==> config.mk <==
export PLATFORM = sky130hd
export DESIGN_NAME = ex_mem_skid
export DESIGN_NICKNAME = d
export VERILOG_FILES = /design/src/rtl/ex_mem_skid.sv
export SDC_FILE = /design/constraint.sdc
export NUM_CORES = 1
export LEC_CHECK = 0
export ABC_CLOCK_PERIOD_IN_PS = 2600
export BUFFER_PORTS_ARGS = -buffer_cell sky130_fd_sc_hd__buf_4
export CAP_MARGIN = 20
export CORE_AREA = 2 2 222 224
export CTS_BUF_LIST = sky130_fd_sc_hd__clkbuf_2
export DETAILED_ROUTE_END_ITERATION = 10
export DIE_AREA = 0 0 224 226
export GPL_TIMING_DRIVEN = 1
export HOLD_SLACK_MARGIN = 0.03
export PLACE_DENSITY = 0.78
export SYNTH_ARGS = -nofsm -noshare
export SYNTH_HDL_FRONTEND = slang
export SYNTH_SLANG_ARGS = --single-unit
==> constraint.sdc <==
create_clock -name clk -period 2.6 [get_ports clk]
set_clock_uncertainty 0.15 [all_clocks]
set_input_delay 0.39 -clock clk [delete_from_list [all_inputs] [get_ports clk]]
set_output_delay 0.39 -clock clk [all_outputs]
set_load 0.05 [all_outputs]
==> src/rtl/ex_mem_skid.sv <==
// EX/MEM two-entry skid buffer with a registered in_ready and a memory-stall cycle counter.
// Optional macro CAP_TAG_CLEAR_EN: clear result tag bit W-1 on capture of integer (in_capop=0) ops.
module ex_mem_skid #(
  parameter int W     = 129,
  parameter int CNT_W = 32
) (
  input  logic             clk,
  input  logic             rst,
  input  logic             in_valid,
  output logic             in_ready,
  input  logic [W-1:0]     in_result,
  input  logic             in_zero,
  input  logic [4:0]       in_rd,
  input  logic             in_regwrite,
  input  logic             in_memread,
  input  logic             in_memwrite,
  input  logic             in_capop,
  input  logic [W-1:0]     in_store_data,
  input  logic             flush,
  output logic             out_valid,
  input  logic             out_ready,
  output logic [W-1:0]     out_result,
  output logic             out_zero,
  output logic [4:0]       out_rd,
  output logic             out_regwrite,
  output logic             out_memread,
  output logic             out_memwrite,
  output logic [W-1:0]     out_store_data,
  output logic [CNT_W-1:0] stall_cycles
);

  localparam int BW = 2 * W + 9;

  logic             m_valid_q, m_valid_d;
  logic             s_valid_q, s_valid_d;
  logic [BW-1:0]    m_q, m_d;
  logic [BW-1:0]    s_q, s_d;
  logic [CNT_W-1:0] stall_q, stall_d;
  logic [W-1:0]     result_eff;
  logic [BW-1:0]    in_bundle;
  logic             in_fire;
  logic             out_fire;

  always_comb begin
    result_eff = in_result;
`ifdef CAP_TAG_CLEAR_EN
    if (!in_capop) result_eff[W-1] = 1'b0;
`else
    result_eff = in_result ^ {W{1'b0 & in_capop}};
`endif
  end

  assign in_bundle = {result_eff, in_zero, in_rd, in_regwrite, in_memread,
                      in_memwrite, in_store_data};

  // in_ready depends only on the skid valid flop, never on out_ready.
  assign in_ready = !s_valid_q;
  assign in_fire  = in_valid & in_ready;
  assign out_fire = m_valid_q & out_ready;

  always_comb begin
    m_valid_d = m_valid_q;
    s_valid_d = s_valid_q;
    m_d       = m_q;
    s_d       = s_q;
    stall_d   = stall_q + CNT_W'(m_valid_q & !out_ready);
    if (flush) begin
      m_valid_d = 1'b0;
      s_valid_d = 1'b0;
    end else if (!m_valid_q || out_fire) begin
      if (s_valid_q) begin
        m_valid_d = 1'b1;
        m_d       = s_q;
        s_valid_d = in_fire;
        if (in_fire) s_d = in_bundle;
      end else if (in_fire) begin
        m_valid_d = 1'b1;
        m_d       = in_bundle;
      end else begin
        m_valid_d = 1'b0;
      end
    end else if (in_fire) begin
      s_valid_d = 1'b1;
      s_d       = in_bundle;
    end
  end

  always_ff @(posedge clk) begin
    if (rst) begin
      m_valid_q <= 1'b0;
      s_valid_q <= 1'b0;
      m_q       <= '0;
      s_q       <= '0;
      stall_q   <= '0;
    end else begin
      m_valid_q <= m_valid_d;
      s_valid_q <= s_valid_d;
      m_q       <= m_d;
      s_q       <= s_d;
      stall_q   <= stall_d;
    end
  end

  assign out_valid    = m_valid_q;
  assign stall_cycles = stall_q;
  assign {out_result, out_zero, out_rd, out_regwrite, out_memread,
          out_memwrite, out_store_data} = m_q;

endmodule

==> metrics, run 1 <==
Mapped Cells=2,528; final HPWL from detailed placement=around 45,000 um; Root Driver=clkbuf_2; CTS Buffer Depth=3; hold_buf cts=roughly 770; Placement Rows=81; IO Port Bufs=about 570; placed inst area=27,300 um2; status=stopped before the end; syn_nets=2,804; Primary FF master, synth=dfxtp_1; post-CTS setup buffers=2; sequential area share after synthesis=0.514; synthesized flop and latch total=568; Die Y=about 230 um; Post-Syn Area=22,100 um2; number of synthesized flops with an enable pin=0; Die X=roughly 220 um; top-count cell post-synth=dfxtp_1; Synth async-reset ratio=0; top cells by area, synth=dfxtp_1 (51%), mux2i_1 (12%), nand2_1 (9.2%); placed cells=3,586; Initial Util=0.457; First Err=[ERROR RSZ-0060] Max buffer count reached.; clock sinks=568; TritonCTS buffer count=144; failing step=4_1_cts; post-synth cell types=34; Synth top cells by count=dfxtp_1 (568), nand2_1 (540), a21oi_1 (286), nor2_1 (280), a211oi_1 (268); Post-CTS Resized=76; Yosys top cell by area=dfxtp_1; syn avg cell area=between 8 and 9 um2; YS warnings=0; htree depth=4; post-synth top area share=0.514; Final Wtd Congestion=0.855; Top Ports=574
-- per-stage QoR --
step / setup WS, ns / utilization
3_5_place_dp: -0.0444 / 0.565
3_3_place_gp: 0.0114 / 0.565
2_1_floorplan: 0.0587 / -
-- cells by family after synthesis --
logic type,Yosys count,synth area share
AO/OA/AOI/OAI,573,0.161
XOR/XNOR,10,0.00396
buffers and inverters,221,0.0391
AND/OR/NAND/NOR,885,0.158
adder cells (fa/ha/maj),3,0.00170
flip-flops,568,0.514
multiplexers,268,0.121
==> run 2, diff against run 1 <==
Settings changed: ABC_CLOCK_PERIOD_IN_PS 2600 to 3400, CORE_AREA 2 2 222 224 to default, CORE_UTILIZATION from default to 35, CTS_BUF_LIST sky130_fd_sc_hd__clkbuf_2 to default, DIE_AREA 0 0 224 226 to default, HOLD_SLACK_MARGIN 0.03 to default, PLACE_DENSITY 0.78 to default, PLACE_DENSITY_LB_ADDON from default to 0.15.
Clock period 2.6 ns to 3.4 ns, I/O delays scaled along.
==> run 2 against run 1 <==
The run now ends clean. Synthesized cell count stayed put. Synthesized area unchanged.
==> metrics, run 2 <==
Final Wtd Congestion=0.810 (was 0.855); Critical Path AT=3.04 ns; Int Pwr=0.0117 W; CP Data Required Time=around 3.8 ns; hold_sp=in_result[2]; R2R depth=8; Adder-Cell Fraction of Synth Area=0.00170 (unchanged); clock-pin slew on the worst setup and hold paths=about 0.060 ns; mux contribution to synthesized area=0.121 (unchanged); clock sinks=568 (unchanged); Synth top cells by count=dfxtp_1 (568), nand2_1 (540), a21oi_1 (286), nor2_1 (280), a211oi_1 (268) (unchanged); syn avg cell area=8.74 um2 (unchanged); unrepaired setup endpoints after global routing=false; Initial Util=0.356 (was 0.457); Hold Fails Final Rpt=0; Core Box Area=62,100 um2; actual slew at the worst max-slew pin=1.16 ns; total track usage=0.205; worst min path class=primary input to flop; maximum vdd ir drop=357 uV; Logic pwr share=0.153; GRT overflow=0; post-layout util=0.514; Max Fclk=0.377 GHz; Post-Syn Area=22,100 um2 (unchanged); post-synth top area share=0.514 (unchanged); Die X=253 um (was 224 um); Yosys top cell by area=dfxtp_1 (unchanged); leakage=~12 nW; via/cell ratio=4.88; worst-path maximum fanout=16; Root Driver=clkbuf_16 (was clkbuf_2); placed inst area=27,200 um2 (was 27,300 um2); Primary FF master, synth=dfxtp_1 (unchanged); Max-Cap Viols=0; Layout Area Growth over Synthesis=44.3%; Cell Pwr Density=between 500 and 600 nW/um2; share of cells above drive strength 1=0.218; Detailed Routing Iterations Pass 1=5; IO Port Bufs=572 (unchanged); TritonCTS clock tree=done; Critical-path top delay cell=or4_4; Clk pwr share=0.410; CP cell instances=nand2b_1, inv_1, ha_1, ha_1, nand3_1, or4_4, or4_1, a21oi_1; critical path's top delay family=simple AND/OR/NAND/NOR gates; reg2reg start=out_valid; via count=roughly 20,000; top cells by area, synth=dfxtp_1 (51%), mux2i_1 (12%), nand2_1 (9.2%) (unchanged); largest family of logic cells by synthesized area=compound AO/OA/AOI/OAI gates (unchanged); post-synth cell types=34 (unchanged); xor-xnor portion of the synthesized cell area=0.00396 (unchanged); DRC=0; Setup CP Type=flop to flop; htree depth=2 (was 4); TritonCTS buffer count=61 (was 144); Worst R2R Setup Slack=between 0.7 and 0.8 ns; commonest non-fill, non-tap cell in the layout=buf_4; simple-gate share of the synthesized area=0.158 (unchanged); initial DRC count=between 1,000 and 1,500; CP Launch Type=flop; Post-CTS Resized=0 (was 76); Hold EP=s_q[140]; post-route cell area=31,900 um2; WP buf/inv=1; die area=64,200 um2; CTS Buffer Depth=3 (unchanged); slowest stage delay, CP=0.64 ns; initial antenna violation count=7; Final #Nets=3,532; Synth async-reset ratio=0 (unchanged); largest net degree at the start of global routing=131; YS warnings=0 (unchanged); Net Switching=0.00436 W; number of global-route vias before repair=between 15,000 and 20,000; number of synthesized flops with an enable pin=0 (unchanged); status=finished clean (was stopped before the end); Mapped Cells=2,528 (unchanged); Period minus WS final=2.66 ns; post-route ant nets=0; slew margin rel.=0.228; final period utilization=0.781; reg2reg end=stall_cycles[26]; final WL=68,600 um; top-count cell post-synth=dfxtp_1 (unchanged); synthesized flop and latch total=568 (unchanged); final HPWL from detailed placement=45,400 um (was 45,300 um); post-synthesis compound-gate area fraction=0.161 (unchanged); syn_nets=2,804 (unchanged); Crit path top cell by count=ha_1; Placement Rows=91 (was 81); Sw Ratio=0.271; Wirelength per Cell=16.6 um; Top Ports=574 (unchanged); sequential area share after synthesis=0.514 (unchanged); final setup vio count=0; Hold Path Depth=3; setup TNS=0 ns; worst-skew pair later-pin latency=around 0.6 ns; Die Y=253 um (was 226 um); CP Capture Type=flop; first-pass GRT wire length=~110,000 um; fin. max-slew vios=0; part of the power in registers=0.438; most frequent cells in the layout=buf_4 (593), dfxtp_1 (567), nand2_1 (540)
## run 2: cell counts after synthesis
Identical to the previous run, type by type.
## run 2: power groups by stage
| stage | Sequential (W) | Combinational, W | Clock [W] |
|---|---|---|---|
| 2_1_floorplan | 0.00793 | 0.000579 | 0 |
| 3_3_place_gp | 0.00718 | 0.00217 | 0 |
| 3_5_place_dp | 0.00719 | 0.00220 | 0 |
| 4_1_cts | 0.00704 | 0.00247 | 0.00679 |
| 5_1_grt | 0.00707 | 0.00261 | 0.00705 |
| 6_report | 0.00704 | 0.00246 | 0.00660 |
## run 2: cell type report
| class | count | area (um2) |
|---|---|---|
| Clock buffer | 91 | 1820 |
| Multi-Input combinational cell | 1739 | 9890 |
| Inverter | 4 | 15.0 |
| Fill cell | 5757 | 30200 |
| Sequential cell | 568 | 11400 |
| Tap cell | 837 | 1050 |
| Antenna cell | 6 | 15.0 |
| Clock inverter | 16 | 173 |
| Timing Repair Buffer | 882 | 7560 |
## run 2: metal layers
metal	GRT usage	wire (um)
met1	0.250	28400
met2	0.342	33100
met3	0.0560	4580
met4	0.0829	2550
met5	0	10
## run 2: what timing repair did
item	4_1_cts	5_1_grt
hold buffers	267	0
endpoints found under the setup margin	0	0
buffers inserted	0	0
hold endpoints to repair	268	0
## run 2: kinds of logic after synthesis
kind of cell	count (synthesis)
muxes	268
adders and majority gates	3
and+or+nand+nor	885
DFF	568
xor gates and xnor gates	10
buffers and inverters	221
AOI/OAI and AO/OA	573
## run 2: worst max-delay path by stage
stage	start	end	slack, ns	cells after the start
after detailed placement	out_ready	stall_cycles[26]	0.38	9
after global routing	out_valid	stall_cycles[30]	0.58	8
final	out_valid	stall_cycles[26]	0.74	8
after global placement	out_ready	stall_cycles[26]	0.40	9
after CTS	out_valid	stall_cycles[26]	0.75	8
after floorplan	out_valid	stall_cycles[24]	0.51	9
## run 2: metrics by stage
| stage | std cells | worst slack [ns] | power [W] | hold slack, ns |
|---|---|---|---|---|
| 6_report | 4143 | 0.744 | 0.0161 | 0.0474 |
| 3_3_place_gp | 3763 | 0.402 | 0.00935 | 0.291 |
| 4_1_cts | 4137 | 0.748 | 0.0163 | 0.00396 |
| 3_5_place_dp | 3763 | 0.385 | 0.00938 | 0.297 |
| 5_1_grt | 4143 | 0.576 | 0.0167 | 0.0540 |
| 2_1_floorplan | 2528 | 0.515 | 0.00851 | 0.286 |
## run 2: worst reg2reg max path: stages, from the launching register on
cell	delay, ns
dfxtp_1	0.33
nand2b_1	0.09
inv_1	0.13
ha_1	0.22
ha_1	0.24
nand3_1	0.12
or4_4	0.64
or4_1	0.51
a21oi_1	0.16
Power figures use the tool's default switching activity.
==> run 3, diff against run 2 <==
Settings changed: ABC_CLOCK_PERIOD_IN_PS 3400 to 2600.
Clock period 3.4 ns to 2.6 ns, I/O delays scaled along.
==> run 3 against run 2 <==
Register-to-register slack worse by 0.46 ns. Wire length up 1.1%. Clock power up 33%. Combinational power up 32%. Worst setup slack worse by 0.64 ns. Final cell count up 0.56%. Core utilization up 0.59 points. Sequential cell count unchanged. Hold slack better by 0.018 ns. Sequential power up 31%. Non-clock buffer count up 20. Critical path type is now primary input to flop. Largest power group unchanged. Highest routed layer unchanged.
==> metrics, run 3 (synthesis gave the netlist of run 2 again) <==
IO Port Bufs=572 (unchanged); via count=20,529 (was 20,211); CP Data Required Time=2.99 ns (was 3.78 ns); Cell Pwr Density=659 nW/um2 (was 505 nW/um2); Placement Rows=91 (unchanged); via/cell ratio=4.93 (was 4.88); Final Wtd Congestion=0.820 (was 0.810); CP Capture Type=flop (unchanged); GRT overflow=0 (unchanged); share of cells above drive strength 1=0.224 (was 0.218); htree depth=2 (unchanged); largest net degree at the start of global routing=103 (was 131); Wirelength per Cell=16.7 um (was 16.6 um); TritonCTS buffer count=60 (was 61); status=finished clean (unchanged); TritonCTS clock tree=done (unchanged); WP buf/inv=3 (was 1); clock-pin slew on the worst setup and hold paths=0.06 ns (about the same); Max Fclk=0.401 GHz; filler cell count=5,762 (was 5,757); Layout Area Growth over Synthesis=45.9% (was 44.3%); setup TNS=0 ns (unchanged); Int Pwr=0.0155 W (was 0.0117 W); Root Driver=clkbuf_16 (unchanged); Initial Util=0.356 (unchanged); Die X=253 um (unchanged); Hold Fails Final Rpt=0 (unchanged); Logic pwr share=0.153 (about the same); DRC=0 (unchanged); Setup CP Type=primary input to flop (was flop to flop); final HPWL from detailed placement=45,600 um (was 45,400 um); first-pass GRT wire length=107,000 um (about the same); fin. max-slew vios=0 (unchanged); Critical Path AT=2.89 ns (was 3.04 ns); final period utilization=0.958; metal2 WL=33,900 um (was 33,100 um); slew margin rel.=0.469 (was 0.228); Core Box Area=62,100 um2 (unchanged); Top Ports=574 (unchanged); post-CTS setup buffers=0 (unchanged); maximum vdd ir drop=494 uV (was 357 uV); Net Switching=0.00571 W (was 0.00436 W); initial DRC count=1,267 (was 1,169); unrepaired setup endpoints after global routing=false (unchanged); Detailed Routing Iterations Pass 1=7 (was 5); post-route ant nets=0 (unchanged); total power=0.0213 W (was 0.0161 W); number of global-route vias before repair=20,026 (was 19,749); final setup vio count=0 (unchanged); wire length on met1=28,500 um (was 28,400 um); clock sinks=568 (unchanged); Sw Ratio=0.269 (was 0.271); met3 WL=4570 um (was 4580 um); Critical-path top delay cell=dlygate4sd3_1 (was or4_4); CP cell instances=dlygate4sd3_1, buf_4, nand2b_4, inv_2, ha_4, ha_2, nand3_2, or4_4, or4_1, a21oi_1 (was nand2b_1, inv_1, ha_1, ha_1, nand3_1, or4_4, or4_1, a21oi_1); CTS Buffer Depth=3 (unchanged); worst-skew pair later-pin latency=0.62 ns (was 0.60 ns); Die Y=253 um (unchanged); final WL=69,400 um (was 68,600 um); Clk pwr share=0.414 (was 0.410); slowest stage delay, CP=0.55 ns (was 0.64 ns); leakage=11.9 nW (was 11.8 nW); Final #Nets=3,551 (was 3,532); critical path's top delay family=simple AND/OR/NAND/NOR gates (unchanged); DR top layer=met5 (unchanged); die area=64,200 um2 (unchanged); part of the power in registers=0.433 (was 0.438); commonest non-fill, non-tap cell in the layout=buf_4 (unchanged); Period minus WS final=2.49 ns; total track usage=0.205 (about the same); CP Launch Type=primary input (was flop); most frequent cells in the layout=buf_4 (599), dfxtp_1 (565), nand2_1 (540) (was buf_4 (593), dfxtp_1 (567), nand2_1 (540)); Max-Cap Viols=0 (unchanged); worst min path class=primary input to flop (unchanged); actual slew at the worst max-slew pin=0.796 ns (was 1.16 ns); worst-path maximum fanout=7 (was 16); initial antenna violation count=11 (was 7)
run 3: metal layers:
layer	vias to the layer above	global-route usage
met5	-	0
met4	6	0.0823
met3	138	0.0558
met2	507	0.350
met1	9631	0.243
li1	10247	-
run 3: final timing paths:
kind | from | to | slack [ns] | depth (start not counted)
setup / recovery | out_ready | stall_cycles[28] | 0.11 | 10
hold / removal | in_valid | out_valid | 0.07 | 3
setup reg to reg | out_valid | stall_cycles[28] | 0.28 | 8
hold reg to reg | s_q[96] | s_q[96] | 0.30 | 2
run 3: what timing repair did:
item	4_1_cts	5_1_grt
hold buffers	270	0
endpoints found under the hold margin	522	0
setup endpoints to repair	0	9
gates resized for setup	0	10
run 3: power groups by stage:
stage / Sequential [W] / Combinational, W / Clock (W)
detailed placement: 0.00940 / 0.00291 / 0
global placement: 0.00939 / 0.00287 / 0
floorplan: 0.0104 / 0.000757 / 0
finish: 0.00921 / 0.00325 / 0.00880
CTS: 0.00921 / 0.00327 / 0.00904
global route: 0.00924 / 0.00345 / 0.00934
run 3: layout make-up:
type	instances	area, um2	area share
flip-flops and latches	568	11400	0.353
clock buffers	93	1820	0.0563
inverters	4	15.0	0.000465
diodes	9	22.5	0.000698
clock inverters	14	203	0.00628
well taps	837	1050	0.0325
repair buffers	902	7850	0.243
multi-input cells	1739	9930	0.308
run 3: worst min-delay path: stages:
cell      delay, ns
buf_4          0.11
nor2_1         0.06
a211oi_1       0.22
run 3: metrics by stage:
stage	std cells	utilization	worst slack, ns	hold WS (ns)	instance area [um2]
3_3_place_gp	3780	0.443	0.0360	0.291	27500
2_1_floorplan	2528	-	0.0587	0.286	22100
4_1_cts	4157	0.519	0.0861	0.0219	32200
5_1_grt	4165	0.520	0.0498	0.0769	32300
6_report	4166	0.520	0.108	0.0654	32300
3_5_place_dp	3780	0.443	0.0151	0.296	27500
